<file path="config.mk">
export PLATFORM = sky130hd
export DESIGN_NAME = sat_updown_counter
export DESIGN_NICKNAME = d
export VERILOG_FILES = /design/src/rtl/sat_updown_counter_pkg.sv /design/src/rtl/sat_updown_counter.sv
export SDC_FILE = /design/constraint.sdc
export NUM_CORES = 1
export LEC_CHECK = 0
export BUFFER_PORTS_ARGS = -buffer_cell sky130_fd_sc_hd__buf_2
export CELL_PAD_IN_SITES_DETAIL_PLACEMENT = 1
export CELL_PAD_IN_SITES_GLOBAL_PLACEMENT = 2
export CORE_MARGIN = 8
export CORE_UTILIZATION = 29
export DETAILED_ROUTE_END_ITERATION = 12
export HOLD_SLACK_MARGIN = 0.15
export PLACE_DENSITY_LB_ADDON = 0.1
export SLEW_MARGIN = 20
export SYNTH_ARGS = -nofsm -noshare
export SYNTH_HDL_FRONTEND = slang
export SYNTH_SLANG_ARGS = --single-unit
</file>
<file path="constraint.sdc">
create_clock -name clk -period 3.15 [get_ports clk]
set_clock_uncertainty 0.05 [all_clocks]
set_input_delay 0.63 -clock clk [delete_from_list [all_inputs] [get_ports clk]]
set_output_delay 0.63 -clock clk [all_outputs]
set_load 0.005 [all_outputs]
</file>
<file path="src/rtl/sat_updown_counter_pkg.sv">
// rtl/sat_updown_counter_pkg.sv - shared constants and clamp helper for the saturating up/down counter
package sat_updown_counter_pkg;

    localparam logic DIR_DOWN   = 1'b0;
    localparam logic DIR_UP     = 1'b1;
    localparam logic MODE_LATCH = 1'b0;
    localparam logic MODE_WRAP  = 1'b1;

    function automatic int unsigned clamp_val(
        input int unsigned value,
        input int unsigned lo,
        input int unsigned hi
    );
        if (value > hi) begin
            return hi;
        end else if (value < lo) begin
            return lo;
        end
        return value;
    endfunction

endpackage

</file>
<file path="src/rtl/sat_updown_counter.sv">
// rtl/sat_updown_counter.sv - up/down counter with latch-or-wrap bounds, load, terminal-count pulse and sticky overflow
module sat_updown_counter
    import sat_updown_counter_pkg::*;
#(
    parameter int unsigned WIDTH   = 8,
    parameter int unsigned MIN_VAL = 0,
    parameter int unsigned MAX_VAL = 255
) (
    input  logic             clk,
    input  logic             rst,
    input  logic             clr,
    input  logic             load,
    input  logic [WIDTH-1:0] load_val,
    input  logic             en,
    input  logic             up,
    input  logic             wrap,
    output logic [WIDTH-1:0] count,
    output logic             at_max,
    output logic             at_min,
    output logic             tc,
    output logic             ovf
);

    localparam logic [WIDTH-1:0] MIN_L = WIDTH'(MIN_VAL);
    localparam logic [WIDTH-1:0] MAX_L = WIDTH'(MAX_VAL);

    generate
        if (!(MIN_VAL < MAX_VAL && 64'(MAX_VAL) <= ((64'd1 << WIDTH) - 64'd1))) begin : g_bad_bounds
            $error("sat_updown_counter: bounds must satisfy MIN_VAL < MAX_VAL <= 2**WIDTH-1");
        end
    endgenerate

    logic [WIDTH-1:0] count_q = MIN_L;
    logic             tc_q    = 1'b0;
    logic             ovf_q   = 1'b0;

    // Bounds are tested before stepping, so the +1/-1 never leaves [MIN_VAL, MAX_VAL].
    always_ff @(posedge clk) begin
        if (rst || clr) begin
            count_q <= MIN_L;
            tc_q    <= 1'b0;
            ovf_q   <= 1'b0;
        end else if (load) begin
            count_q <= WIDTH'(clamp_val(32'(load_val), MIN_VAL, MAX_VAL));
            tc_q    <= 1'b0;
        end else if (!en) begin
            tc_q <= 1'b0;
        end else if (up == DIR_UP) begin
            if (count_q == MAX_L) begin
                ovf_q <= 1'b1;
                if (wrap == MODE_WRAP) begin
                    count_q <= MIN_L;
                    tc_q    <= 1'b1;
                end else begin
                    tc_q <= 1'b0;
                end
            end else begin
                count_q <= count_q + 1'b1;
                tc_q    <= (count_q == MAX_L - 1'b1);
            end
        end else begin
            if (count_q == MIN_L) begin
                ovf_q <= 1'b1;
                if (wrap == MODE_WRAP) begin
                    count_q <= MAX_L;
                    tc_q    <= 1'b1;
                end else begin
                    tc_q <= 1'b0;
                end
            end else begin
                count_q <= count_q - 1'b1;
                tc_q    <= (count_q == MIN_L + 1'b1);
            end
        end
    end

    assign count  = count_q;
    assign tc     = tc_q;
    assign ovf    = ovf_q;
    assign at_max = (count_q == MAX_L);
    assign at_min = (count_q == MIN_L);

endmodule

</file>
**Yosys cells after proc, flatten, opt, wreduce, memory -nomap -nowiden**

Index checks and enable logic that the tools add are counted.

- Add/subtract/negate cells: 2
- Equality and inequality tests: 6
- Muxes and demuxes: 14
- Bitwise gates (word level): 2
- Reduce and logical (&&, ||, !) cells: 7

Operators by type and width:

| operator | number |
|---|---|
| 8-bit 2-to-1 mux | 7 |
| 8-bit equality test (second input constant) | 2 |
| 8-bit by 1-bit adder with 8-bit output (second input constant) | 1 |
| 8-bit by 1-bit equality test with 1-bit output (second input constant) | 1 |
| 8-bit logical NOT | 1 |
| 4-bit != test (second input constant) | 2 |
| 8-bit by 1-bit subtractor with 8-bit output (second input constant) | 1 |
| 1-bit 2-to-1 mux | 7 |
| 4-bit AND reduction | 1 |
| 2-bit nonzero test | 2 |
| 3-bit AND reduction | 1 |
| 3-bit OR reduction | 1 |
| 2-bit by 1-bit != test with 1-bit output (second input constant) | 1 |
| 1-bit inverter | 2 |
| 1-bit logical OR | 1 |

- Flip-flop bits (word level): 10
- Input bits: 15
- Output and inout bits: 12
- Word-level logic and storage cells: 34

**Depth between registers and ports, before layout**

Gate-level depths: netlist of run 1.

- Depth in word-level cells: 5
- Depth in mapped cells: 8

**Worst setup path after synthesis of run 1**

No wires, ideal clock.

- Path type: reg-to-output
- Start point: reg count_q[4], in the netlist count[4]
- End point: out at_min
- Arrival: 1.464 ns
- Required time: 2.470 ns
- Setup slack: 1.006 ns
- Cell stages (with the launch flop): 5
- Path through: dfxtp_1 buf_6 or4_4 or3_4 nor2_1

- Word-level cells in the longest chain between the ends: 1

RTL lines:

| item | line | source |
|---|---|---|
| start, declared | sat_updown_counter.sv:33 | `logic [WIDTH-1:0] count_q = MIN_L;` |
| start signal, assigned | sat_updown_counter.sv:44 | `count_q <= WIDTH'(clamp_val(32'(load_val), MIN_VAL, MAX_VAL));` |
| start signal, assigned | sat_updown_counter.sv:58 | `count_q <= count_q + 1'b1;` |
| start signal, assigned | sat_updown_counter.sv:71 | `count_q <= count_q - 1'b1;` |
| 8-bit logical NOT | sat_updown_counter.sv:81 | `assign at_min = (count_q == MIN_L);` |
| end, declared | sat_updown_counter.sv:19 | `output logic at_min,` |

No other way between the ends.

**Final worst setup path of run 1**

Same ends and word-level chain as after synthesis.

==> impl_summary.md, run 1 <==
GRT
The number of global-route vias before repair is roughly 1100. The wire length of the first global-routing pass is between 5000 and 6000 um. The total track usage is around an eighth.

The number of antenna violations at the first check in global routing is 0. Entering global routing, the biggest net connects 18 pins. Summed over all layers, the global routing overflow is 0.

Timing
The maximum clock frequency is around 390 MHz. Setup violations remaining at the end of the flow were counted as 0. Setup repair after global routing left no endpoint under its margin.

At the pin with the least slew margin, the transition time is between 0.5 and 0.6 ns. The clock period minus final worst setup slack is 2.574 ns. The final cycle utilization of the critical path is between 80% and 90%. The total negative slack is 0 ns. The tightest slew margin relative to the limit is between 60% and 70%. The number of slew-limit violations in the final report is 0. Across all setup checks in the final design, the least slack found is 0.5760 ns. The count of final hold-check violations is 0.

Synth
Synthesis produced a netlist with a net count of between 100 and 150. Sorting the synthesized cells by area gives the leading types as sky130_fd_sc_hd__dfxtp_1 (23%), sky130_fd_sc_hd__ha_1 (5.7%), sky130_fd_sc_hd__a21oi_1 (5.1%), sky130_fd_sc_hd__nor2_1 (4.7%), sky130_fd_sc_hd__o21ai_0 (4.5%). The area share of the largest cell type after synthesis is approximately 23%.

The cell count after synthesis is between 100 and 150. Counting flops with a built-in enable in the synthesized netlist gives 0. The count of distinct cell types in the synthesized netlist is 39.

The dominant register cell in the synthesized netlist is sky130_fd_sc_hd__dfxtp_1. The combined area of all synthesized cells is around 880 um2. In the synthesized netlist the async set-or-reset flop fraction comes to 0%. The post-synthesis sequential element count is 10. Yosys printed 0 warnings. The post-synthesis average cell area is around 7.5 um2. Sorting the synthesized cells by how often they occur yields sky130_fd_sc_hd__nor2_1 (11), sky130_fd_sc_hd__dfxtp_1 (10), sky130_fd_sc_hd__a21oi_1 (9), sky130_fd_sc_hd__o21ai_0 (8), sky130_fd_sc_hd__inv_1 (7). The cell with the most instances after synthesis is sky130_fd_sc_hd__nor2_1. The biggest area contributor in the post-synthesis netlist is sky130_fd_sc_hd__dfxtp_1. Sequential cells were found to cover a little under a quarter of the synthesized design area.

Route
The detail route stage leaves a number of antenna-violating nets equal to 0. The count of vias placed by the detailed router is around 980. The first routing iteration left 48 violations. The via density per instance is 5.754. For this block, the routed nets add up to approximately 3100 um of wire. The final routed wire length divided by cell count is around 18 um. Before antenna repair, the detailed router went through 4 iterations.

The DRC violations left is 0.

Cells and area
The register cell area after layout is between 200 and 250 um2. Excluding fillers, the count of instances in the completed layout stands at 171. The share of layout cells above drive strength 1 is a little over a quarter. At the end of the flow, the number of nets in the layout was 158. The count of antenna diodes in the layout is 0. The multi-input combinational cells in the finished layout cover a total of roughly 600 um2. The area added between synthesis and finish is 18.61%. Counting the fill cells in the layout gives 380.

Die
In this run the horizontal extent of the chip is a little over 70 um. The starting density of the core is ~30%. The placeable core region is roughly 3000 um2. The die outline area is approximately 5100 um2.

The number of rows in the core area is 20. The die is 71.11 um tall. In this run the count of I/O pins placed on the die edge is 27.

Critical path
Data on the critical path arrives at its endpoint at roughly 1.9 ns. The kind of end point of the critical path is an output pin. The worst endpoint required time is between 2 and 2.5 ns. The kind of start point of the critical path is a flop.

In this run the worst path has a maximum fanout of 10. The critical path in this run is classified as reg -> out.

Pwr
The overall power consumption is 0.3792 mW. The cell area power density is approximately 360 nW/um2. The worst-case vdd ir drop is 0.0001380 V. The analysis attributes to cell leakage a power of about 0.41 nW.

Clock network
The root buffer cell is sky130_fd_sc_hd__clkbuf_4. TritonCTS built the clock tree. The maximum root-to-sink buffer count is 2.

In this run the post-CTS setup repair buffer count came out at 0. Clock-pin slew was measured on the worst setup and hold paths at 0.07 ns. The clock latency on the worst-skew pair is ~0.27 ns. The post-cts hold buffer count is 0. The number of buffers inserted during clock tree synthesis is 3. The H-tree depth reported by CTS is 1. The number of sinks handled by clock tree synthesis is 10. The number of gates resized after CTS was 0.

Placed design
Including well taps, the total number of placed cells is between 150 and 200. Detailed placement finished with a half-perimeter wire length of 2386 um. The count of buffers added on input and output ports is 26.

The setup slack at placement is approximately 0.81 ns. Routability-driven placement finished with a final weighted congestion of approximately 0.8.

Outcome
The run finished with clean final reports.

Job
Max-cap violations in this run came to 0.

Min path
The min-delay analysis places its worst path in the category reg -> reg.
layout make-up:
type,count,area share (%)
multi-input combinational,90,57.72
sequential,10,19.16
timing repair buffer,27,13.17
tap,33,3.952
clock buffer,4,3.473
inverter,7,2.515
placed cells by master, fill, tap and decap left out, drive strengths merged, types with 3 or more instances in the layout:
cell type  synthesis  routed
nand2              6       6
a31oi              3       3
nor2              11      11
o211ai             5       5
inv                7       7
nand3              4       4
o21ai              8       8
dfxtp             10      10
clkbuf             5       4
buf                5      27
o32ai              3       3
nand4              3       3
or3                3       3
ha                 4       4
a21oi              9       9
o22ai              3       3
xor2               4       4
cell families (layout without fill, tap and decap cells):
logic type / Yosys count / count (layout) / synth area share, %
flip-flops: 10 / 10 / 22.73
XOR/XNOR: 6 / 6 / 5.966
AND/OR/NAND/NOR: 37 / 37 / 23.86
AO/OA/AOI/OAI: 41 / 41 / 30.68
multiplexers: 2 / 2 / 2.273
adder cells (fa/ha/maj): 4 / 4 / 5.682
buffers and inverters: 17 / 38 / 8.807
final timing paths:
path                                             from                     to  slack [ns]  depth (start not counted)
worst min register to register       ovf$_SDFFE_PP0P_       ovf$_SDFFE_PP0P_        0.45                          2
worst max-delay path            count[4]$_SDFFE_PP0P_                 at_min        0.58                          4
worst max register to register  count[1]$_SDFFE_PP0P_  count[5]$_SDFFE_PP0P_        0.80                          7
worst min-delay path                 ovf$_SDFFE_PP0P_       ovf$_SDFFE_PP0P_        0.45                          2
routing by layer:
| metal | global-route usage, % | part of all wire, % | vias up |
|---|---|---|---|
| met1 | 14.45 | 47 | 471 |
| met2 | 22.35 | 48 | 24 |
| li1 | - | - | 487 |
| met4 | 2.540 | 0.19 | 0 |
| met3 | 3.955 | 4.7 | 2 |
| met5 | 0 | 0 | - |
through the flow:
step	instance area (um2)	utilization, %	hold WS [ns]
floorplan	880.8	-	0.4105
global placement	1008	33.87	0.4413
detailed placement	1008	33.87	0.4344
CTS	1045	35.08	0.4606
global route	1045	35.08	0.4890
finish	1045	35.08	0.4532
flip-flops by register name, indices dropped and copies added (netlist names):
| signal | flops |
|---|---|
| ovf | 1 |
| tc | 1 |
| count | 8 |
worst max-delay path, stage by stage, from the launching register on:
cell and delay [ns]:
sky130_fd_sc_hd__dfxtp_1 0.41, sky130_fd_sc_hd__or4_4 0.59, sky130_fd_sc_hd__or3_4 0.37, sky130_fd_sc_hd__nor2_1 0.13, sky130_fd_sc_hd__buf_2 0.13
power by group:
group          switching (mW)  total (mW)  internal, mW
Combinational          0.0614       0.111        0.0497
Sequential             0.0147       0.147         0.132
Clock                  0.0507       0.121        0.0703
Total                   0.127       0.379         0.252
No activity file was read; power rests on OpenSTA's default activity.
==> run 2, diff against run 1 <==
--- a/config.mk
+++ b/config.mk
@@ -9,7 +9,7 @@
 export CELL_PAD_IN_SITES_DETAIL_PLACEMENT = 1
 export CELL_PAD_IN_SITES_GLOBAL_PLACEMENT = 2
 export CORE_MARGIN = 8
-export CORE_UTILIZATION = 29
+export CORE_UTILIZATION = 27
 export DETAILED_ROUTE_END_ITERATION = 12
 export HOLD_SLACK_MARGIN = 0.15
 export PLACE_DENSITY_LB_ADDON = 0.1
==> constraint.sdc (replaced) <==
create_clock -name clk -period 2.4 [get_ports clk]
set_clock_uncertainty 0.05 [all_clocks]
set_input_delay 0.48 -clock clk [delete_from_list [all_inputs] [get_ports clk]]
set_output_delay 0.48 -clock clk [all_outputs]
set_load 0.005 [all_outputs]
==> run 2 against run 1 <==
  * Non-clock buffer count up 9
  * Sequential share of layout area is 1.2 points lower
  * Setup slack worse by 0.47 ns
  * Final area grew 6.7%
  * Worst hold slack got worse by 0.034 ns
  * Cell count up 11%
  * Core utilization increased by 1.1 points
  * Global-route usage is 0.82 points higher
==> impl_summary.md, run 2 (synthesis results as in run 1) <==
Outcome
The run finished with clean final reports.

Placed design
The cell area after placement is 1090 um2 (+8.1%). The weighted congestion reported at the end of routability-driven placement was 0.8490 (+3.0%). The final HPWL from detailed placement is 2679 um (+12%). The number of buffer cells added on primary ports came to 26 (unchanged).

Critical path
The data arrival time of the critical path is 1.76 ns (-0.13 ns). The slowest stage cell on the critical path is sky130_fd_sc_hd__or4_4. The critical-path maximum fanout is 4 (-6). The path type of the worst setup path is reg -> out.

The worst stage delay on the critical path came to 0.56 ns (-0.03 ns). The start point of the critical path is count[4]$_SDFFE_PP0P_. The startpoint identified for the worst register-to-register timing path is count[0]$_SDFFE_PP0P_. The end of the worst register-to-register path is count[0]$_SDFFE_PP0P_. The kind of start point of the critical path is a flop. The worst endpoint required time is 1.87 ns (-0.60 ns).

The critical path goes through or4_4, or3_4, nor2_2, buf_2. The internal reg-to-reg setup slack is 0.30 ns (-0.50 ns). STA classifies the critical path endpoint as an output pin. The depth of the worst register-to-register path is 7 (unchanged).

Timing
The clock period minus final worst setup slack is 2.293 ns. The count of final hold-check violations is 0 (unchanged). The tightest slew margin relative to the limit is 62.07% (-3.3 points).

Based on the critical path, the design can be clocked at up to between 400 and 500 MHz. The tightest hold margin is 0.4196 ns (-0.03362 ns). The final critical path takes up between 90 and 100% of the cycle. Setup repair after global routing left no endpoint under its margin. The slew of the pin with the lowest slew margin was 0.5690 ns (+0.04879 ns). The total negative slack is 0 ns (unchanged).

The number of slew-limit violations in the final report is 0 (unchanged). The final number of setup-violating endpoints came to 0 (unchanged).

GRT
The maximum number of pins on one net before global-route repair was 18 (unchanged). The remaining global-route overflow is 0 (unchanged). The wire length of the first global-routing pass is 5623 um (+9.0%). The number of global-route vias before repair is 1103 (+3.5%). The total track usage is 13.46% (+0.82 points). The number of antenna violations at the first check in global routing is 0 (unchanged).

Clock network
The H-tree depth reported by CTS came to 1 (unchanged). The buffers inserted during post-CTS setup optimization was 0 (unchanged). The clock-pin slew on the worst setup and hold paths is 0.07 ns (about the same). CTS placed an instance of sky130_fd_sc_hd__clkbuf_4 at the clock tree root. The number of buffers inserted during clock tree synthesis is 3 (unchanged).

The maximum root-to-sink buffer count is 2 (unchanged). The post-cts hold buffer count is 0 (unchanged). The clock latency on the worst-skew pair is 0.27 ns (about the same).

The number of sinks handled by clock tree synthesis is 10 (unchanged). The CTS tree is built.

Cells and area
The library cell used most frequently in the layout, excluding fill and tap cells, is sky130_fd_sc_hd__buf_2. The total non-filler cell area in the finished layout is 1115 um2 (+6.7%). Relative to the synthesized area, the layout overhead comes to 26.56%. The flip-flop count of the largest register, all copies and words added is 8 (unchanged). The share of layout cells above drive strength 1 is 30.82% (+4.7 points). The count of antenna diodes in the layout is 0 (unchanged). The library cells used most frequently in the layout, excluding fill and tap cells, are sky130_fd_sc_hd__buf_2 (26), sky130_fd_sc_hd__nor2_1 (10), sky130_fd_sc_hd__dfxtp_1 (10), sky130_fd_sc_hd__buf_4 (10), sky130_fd_sc_hd__a21oi_1 (9). The number of nets in the layout was 167 (+5.7%).

Route
The antenna violation net count after detailed routing is 0 (unchanged). The final wirelength came to 3443 um (+10%). The count of vias placed by the detailed router is 1043 (+6.0%). The number of DRC markers in iteration 0 is 47 (-2.1%).

The DRC violations left was 0 (unchanged). The final routed wire length divided by cell count is 18.12 um (-0.62%). The first-pass iteration count of the detailed router came to 4 (unchanged).

The via density per instance is 5.489 (-4.6%).

Die
The vertical die dimension is 73.12 um (+2.8%). The starting density of the core was 28.62% (-0.96 points). The die outline area is 5346 um2 (+5.7%). The placeable core region is 3078 um2 (+3.4%).

The number of rows in the core area is 20 (unchanged). The I/O pin count was 27 (unchanged). The floorplan die width was 73.12 um (+2.8%).

Pwr
The cell area power density came to 430.5 nW/um2 (+19%). The worst-case vdd ir drop is 0.0002202 V (+60%). The static leakage is 0.4524 nW (+9.5%).

Min path
The startpoint identified for the worst hold timing path is ovf$_SDFFE_PP0P_. The hold path depth came to 2 (unchanged). The class of the tightest hold or removal check is reg -> reg. The endpoint with the worst hold slack is ovf$_SDFFE_PP0P_.

Job
The number of max-cap violations was 0 (unchanged).
-- run 2: worst max-delay path, delay by kind of cell, from the launching register on --
kind | cells | cell delay [ns]
simple gates | 3 | 1.05
flops | 1 | 0.32
buf+inv | 1 | 0.12
-- run 2: what timing repair did --
action | CTS | global route
hold endpoints to repair | 0 | 0
setup endpoints to repair | 0 | 1
resized for setup | 0 | 1
-- run 2: how the worst max path moves through the flow --
| stage | end | slack, ns | cells past startpoint |
|---|---|---|---|
| after floorplan | count[5]$_SDFFE_PP0P_ | 0.28 | 8 |
| after global placement | at_min | 0.38 | 4 |
| after detailed placement | at_min | 0.34 | 4 |
| after CTS | at_min | 0.05 | 4 |
| after global routing | at_min | 0.06 | 4 |
| final | at_min | 0.11 | 4 |
-- run 2: report_power, final --
| part | switching [mW] | internal (mW) |
|---|---|---|
| logic | 0.101 | 0.0765 |
| registers | 0.00691 | 0.174 |
| clock network | 0.0637 | 0.0580 |
-- run 2: area by class of cell --
class,instances,area (um2)
well taps,44,55.05
multi-input cells,90,605.6
fillers,395,1963
clock buffers,3,22.52
flip-flops and latches,10,200.2
inverters,7,26.28
repair buffers,36,205.2
-- run 2: through the flow --
stage	setup slack [ns]	utilization, %	instances	power [mW]
2_1_floorplan	0.2787	-	117	0.2917
3_3_place_gp	0.3772	35.41	187	0.3579
3_5_place_dp	0.3427	35.41	187	0.3599
4_1_cts	0.05316	36.14	190	0.4802
5_1_grt	0.05975	36.22	190	0.5097
6_report	0.1075	36.22	190	0.4800
-- run 2: metal layers --
| metal | part of all wire [%] | track usage (%) |
|---|---|---|
| met1 | 48 | 17.39 |
| met2 | 46 | 21.25 |
| met3 | 5.3 | 4.396 |
| met4 | 0.99 | 2.222 |
| met5 | 0 | 0 |
==> run 3, diff against run 2 <==
--- a/config.mk
+++ b/config.mk
@@ -9,7 +9,7 @@
 export CELL_PAD_IN_SITES_DETAIL_PLACEMENT = 1
 export CELL_PAD_IN_SITES_GLOBAL_PLACEMENT = 2
 export CORE_MARGIN = 8
-export CORE_UTILIZATION = 27
+export CORE_UTILIZATION = 25
 export DETAILED_ROUTE_END_ITERATION = 12
 export HOLD_SLACK_MARGIN = 0.15
 export PLACE_DENSITY_LB_ADDON = 0.1
==> constraint.sdc (replaced) <==
create_clock -name clk -period 1.8 [get_ports clk]
set_clock_uncertainty 0.05 [all_clocks]
set_input_delay 0.09 -clock clk [delete_from_list [all_inputs] [get_ports clk]]
set_output_delay 0.09 -clock clk [all_outputs]
set_load 0.005 [all_outputs]
==> run 3 against run 2 <==
  * Core utilization increased by 7.1 points
  * Final area increased by 31%
  * Combinational power increased by 82%
  * Via count increased by 7.8%
  * Setup slack got worse by 0.21 ns
  * Clock-buffer cell count increased by 1
  * Sequential power increased by 33%
  * Die area increased by 6.2%
  * Sequential cell count unchanged
  * The run now ends with setup timing left
  * Register-to-register slack got worse by 0.40 ns
  * Sequential share of layout area decreased by 3.9 points
  * Highest routed layer unchanged
==> impl_summary.md, run 3 (synthesis results as in run 1) <==
Outcome
The flow ran to the end, but the final reports show violations. The checks that failed: setup timing.

Critical path
The data arrival time of the critical path was 2.06 ns (+0.30 ns). The kind of start point of the critical path is a flop. The slowest stage cell on the critical path is sky130_fd_sc_hd__or4b_4. The kind of end point of the critical path is a flop. The worst endpoint required time is 1.96 ns (+0.09 ns). The endpoint identified for the worst register-to-register timing path is count[0]$_SDFFE_PP0P_.

Walking the worst path, the cells encountered are inv_2, ha_4, or4b_4, o22a_4, o21ai_2, buf_6, nand3_4, a21oi_2. The worst stage delay on the critical path came to 0.49 ns (-0.07 ns). The path type of the worst setup path is reg -> reg. The critical-path maximum fanout is 4 (unchanged). The reg-to-reg startpoint is count[1]$_SDFFE_PP0P_. The internal reg-to-reg setup slack is -0.10 ns (-0.40 ns). The buffering stage count on the worst path with inverters included is 2 (+1). The kind of cell with the highest combined delay along the critical path is simple AND/OR/NAND/NOR gates. The depth of the worst register-to-register path is 8 (+1).

GRT
The wire length of the first global-routing pass is 5830 um (+3.7%). The remaining global-route overflow was 0 (unchanged). The number of global-route vias before repair is 1130 (+2.4%). The total track usage is 13.68% (+0.22 points). The maximum number of pins on one net before global-route repair is 14 (-4). The number of antenna violations at the first check in global routing is 0 (unchanged).

Route
The number of DRC markers in iteration 0 is 26 (-45%). The antenna violation net count after detailed routing was 0 (unchanged). The first-pass iteration count of the detailed router is 4 (unchanged). The final wirelength is 3686 um (+7.1%).

The count of vias placed by the detailed router came to 1124 (+7.8%). The via density per instance is 5.109 (-6.9%). The DRC violations left was 0 (unchanged).

The final routed wire length divided by cell count is 16.75 um (-7.5%).

Clock network
The number of sinks handled by clock tree synthesis is 10 (unchanged). TritonCTS built the clock tree. The maximum root-to-sink buffer count was 2 (unchanged). The clock latency on the worst-skew pair was 0.28 ns (about the same). The number of buffers inserted during clock tree synthesis is 3 (unchanged). The H-tree depth reported by CTS is 1 (unchanged).

The tree is rooted in a sky130_fd_sc_hd__clkbuf_4. The clock-pin slew on the worst setup and hold paths is 0.08 ns (about the same).

Die
The starting density of the core is 26.19% (-2.4 points). The vertical die dimension is 75.36 um (+3.1%). The placeable core region is 3363 um2 (+9.3%). The die outline area is 5679 um2 (+6.2%). The number of rows in the core area is 21 (+5.0%). The I/O pin count is 27 (unchanged). The floorplan die width was 75.36 um (+3.1%).

Min path
The class of the tightest hold or removal check is in -> reg. The origin of the worst min-delay path is rst. The hold path depth is 4 (+2). The endpoint with the worst hold slack is count[6]$_SDFFE_PP0P_.

Timing
The maximum clock frequency is about 530 MHz. The tightest hold margin is 0.1593 ns (-0.2603 ns). The number of slew-limit violations in the final report is 0 (unchanged). The final number of setup-violating endpoints is 9 (+9).

The worst path uses 105.6% of the clock period. The total negative slack is -0.6236 ns (-0.6236 ns). The count of final hold-check violations is 0 (unchanged).

After layout, the minimum clock period comes to about 1.9 ns. The slew of the pin with the lowest slew margin is 0.5233 ns (-0.04565 ns). The setup slack of the critical path after layout was -0.1008 ns (-0.2083 ns).

Setup repair after global routing could not meet its margin everywhere. The tightest slew margin relative to the limit is 64.98% (+2.9 points).

Cells and area
The library cells used most frequently in the layout, excluding fill and tap cells, are sky130_fd_sc_hd__buf_2 (26), sky130_fd_sc_hd__buf_4 (26), sky130_fd_sc_hd__dlygate4sd3_1 (10). Compared with the post-synthesis result, the final layout area differs by 65.48%. The flip-flop count of the largest register, all copies and words added is 8 (unchanged). The share of layout cells above drive strength 1 was 45.98% (+15 points). The count of antenna diodes in the layout is 0 (unchanged). The total non-filler cell area in the finished layout was 1458 um2 (+31%).

The fraction of the core area covered by cells at the end of the flow is 43.34% (+7.1 points). The post-layout instance count excluding filler cells is 220 (+16%). The number of nets in the layout was 194 (+16%).

Pwr
The overall power consumption came to 0.7806 mW (+63%). The static leakage is 0.5928 nW (+31%). The worst-case vdd ir drop is 0.0002443 V (+11%).

The cell area power density is 535.5 nW/um2 (+24%).

Placed design
The number of buffer cells added on primary ports is 26 (unchanged). The setup slack at placement was -0.1249 ns (-0.4676 ns). The weighted congestion reported at the end of routability-driven placement is 0.8531 (+0.48%). The final HPWL from detailed placement is 2803 um (+4.6%). The cell area after placement was 1189 um2 (+9.1%). The number of placed instances, taps included came to 199 (+6.4%).

Job
The number of max-cap violations was 0 (unchanged).
## run 3: timing repair
| item | CTS | global route |
|---|---|---|
| buffers inserted | 4 | 3 |
| gates resized for setup | 11 | 6 |
| pin swaps | 11 | 10 |
| hold endpoints to repair | 10 | 0 |
| endpoints found under the setup margin | 10 | 11 |
| hold buffers | 10 | 0 |
## run 3: power breakdown
group / internal (mW) / leakage (nW) / switching [mW]
Sequential: 0.233 / 0.0833 / 0.00804
Combinational: 0.161 / 0.488 / 0.163
Clock: 0.123 / 0.0210 / 0.0930
Total: 0.516 / 0.593 / 0.264
## run 3: cell type report
class	count	area [um2]
Clock buffer	4	36.28
Sequential cell	10	205.2
Multi-Input combinational cell	90	693.2
Timing Repair Buffer	63	436.7
Tap cell	46	57.56
Fill cell	444	1906
Inverter	7	28.78
## run 3: routing by layer
layer,global-route usage (%),up-vias,part of all wire (%)
li1,-,561,-
met1,16.44,538,45
met2,23.39,23,50
met3,3.816,2,4.7
met4,3.198,0,0.30
met5,0,-,0
## run 3: worst max path at each step
stage	startpoint	to	slack (ns)	depth (start not counted)
6_report	count[1]$_SDFFE_PP0P_	count[0]$_SDFFE_PP0P_	-0.10	8
5_1_grt	count[1]$_SDFFE_PP0P_	count[4]$_SDFFE_PP0P_	-0.21	7
4_1_cts	count[6]$_SDFFE_PP0P_	at_min	-0.13	4
3_5_place_dp	count[1]$_SDFFE_PP0P_	count[0]$_SDFFE_PP0P_	-0.12	8
3_3_place_gp	count[1]$_SDFFE_PP0P_	count[5]$_SDFFE_PP0P_	-0.06	8
2_1_floorplan	count[0]$_SDFFE_PP0P_	count[6]$_SDFFE_PP0P_	-0.18	8
## run 3: worst register-to-register path: cells and delay by family (launching register included)
kind                     cells  cell delay [ns]
buffers and inverters        2             0.20
AND/OR/NAND/NOR              2             0.56
flip-flops                   1             0.33
AO/OA/AOI/OAI                3             0.56
adder cells (fa/ha/maj)      1             0.13
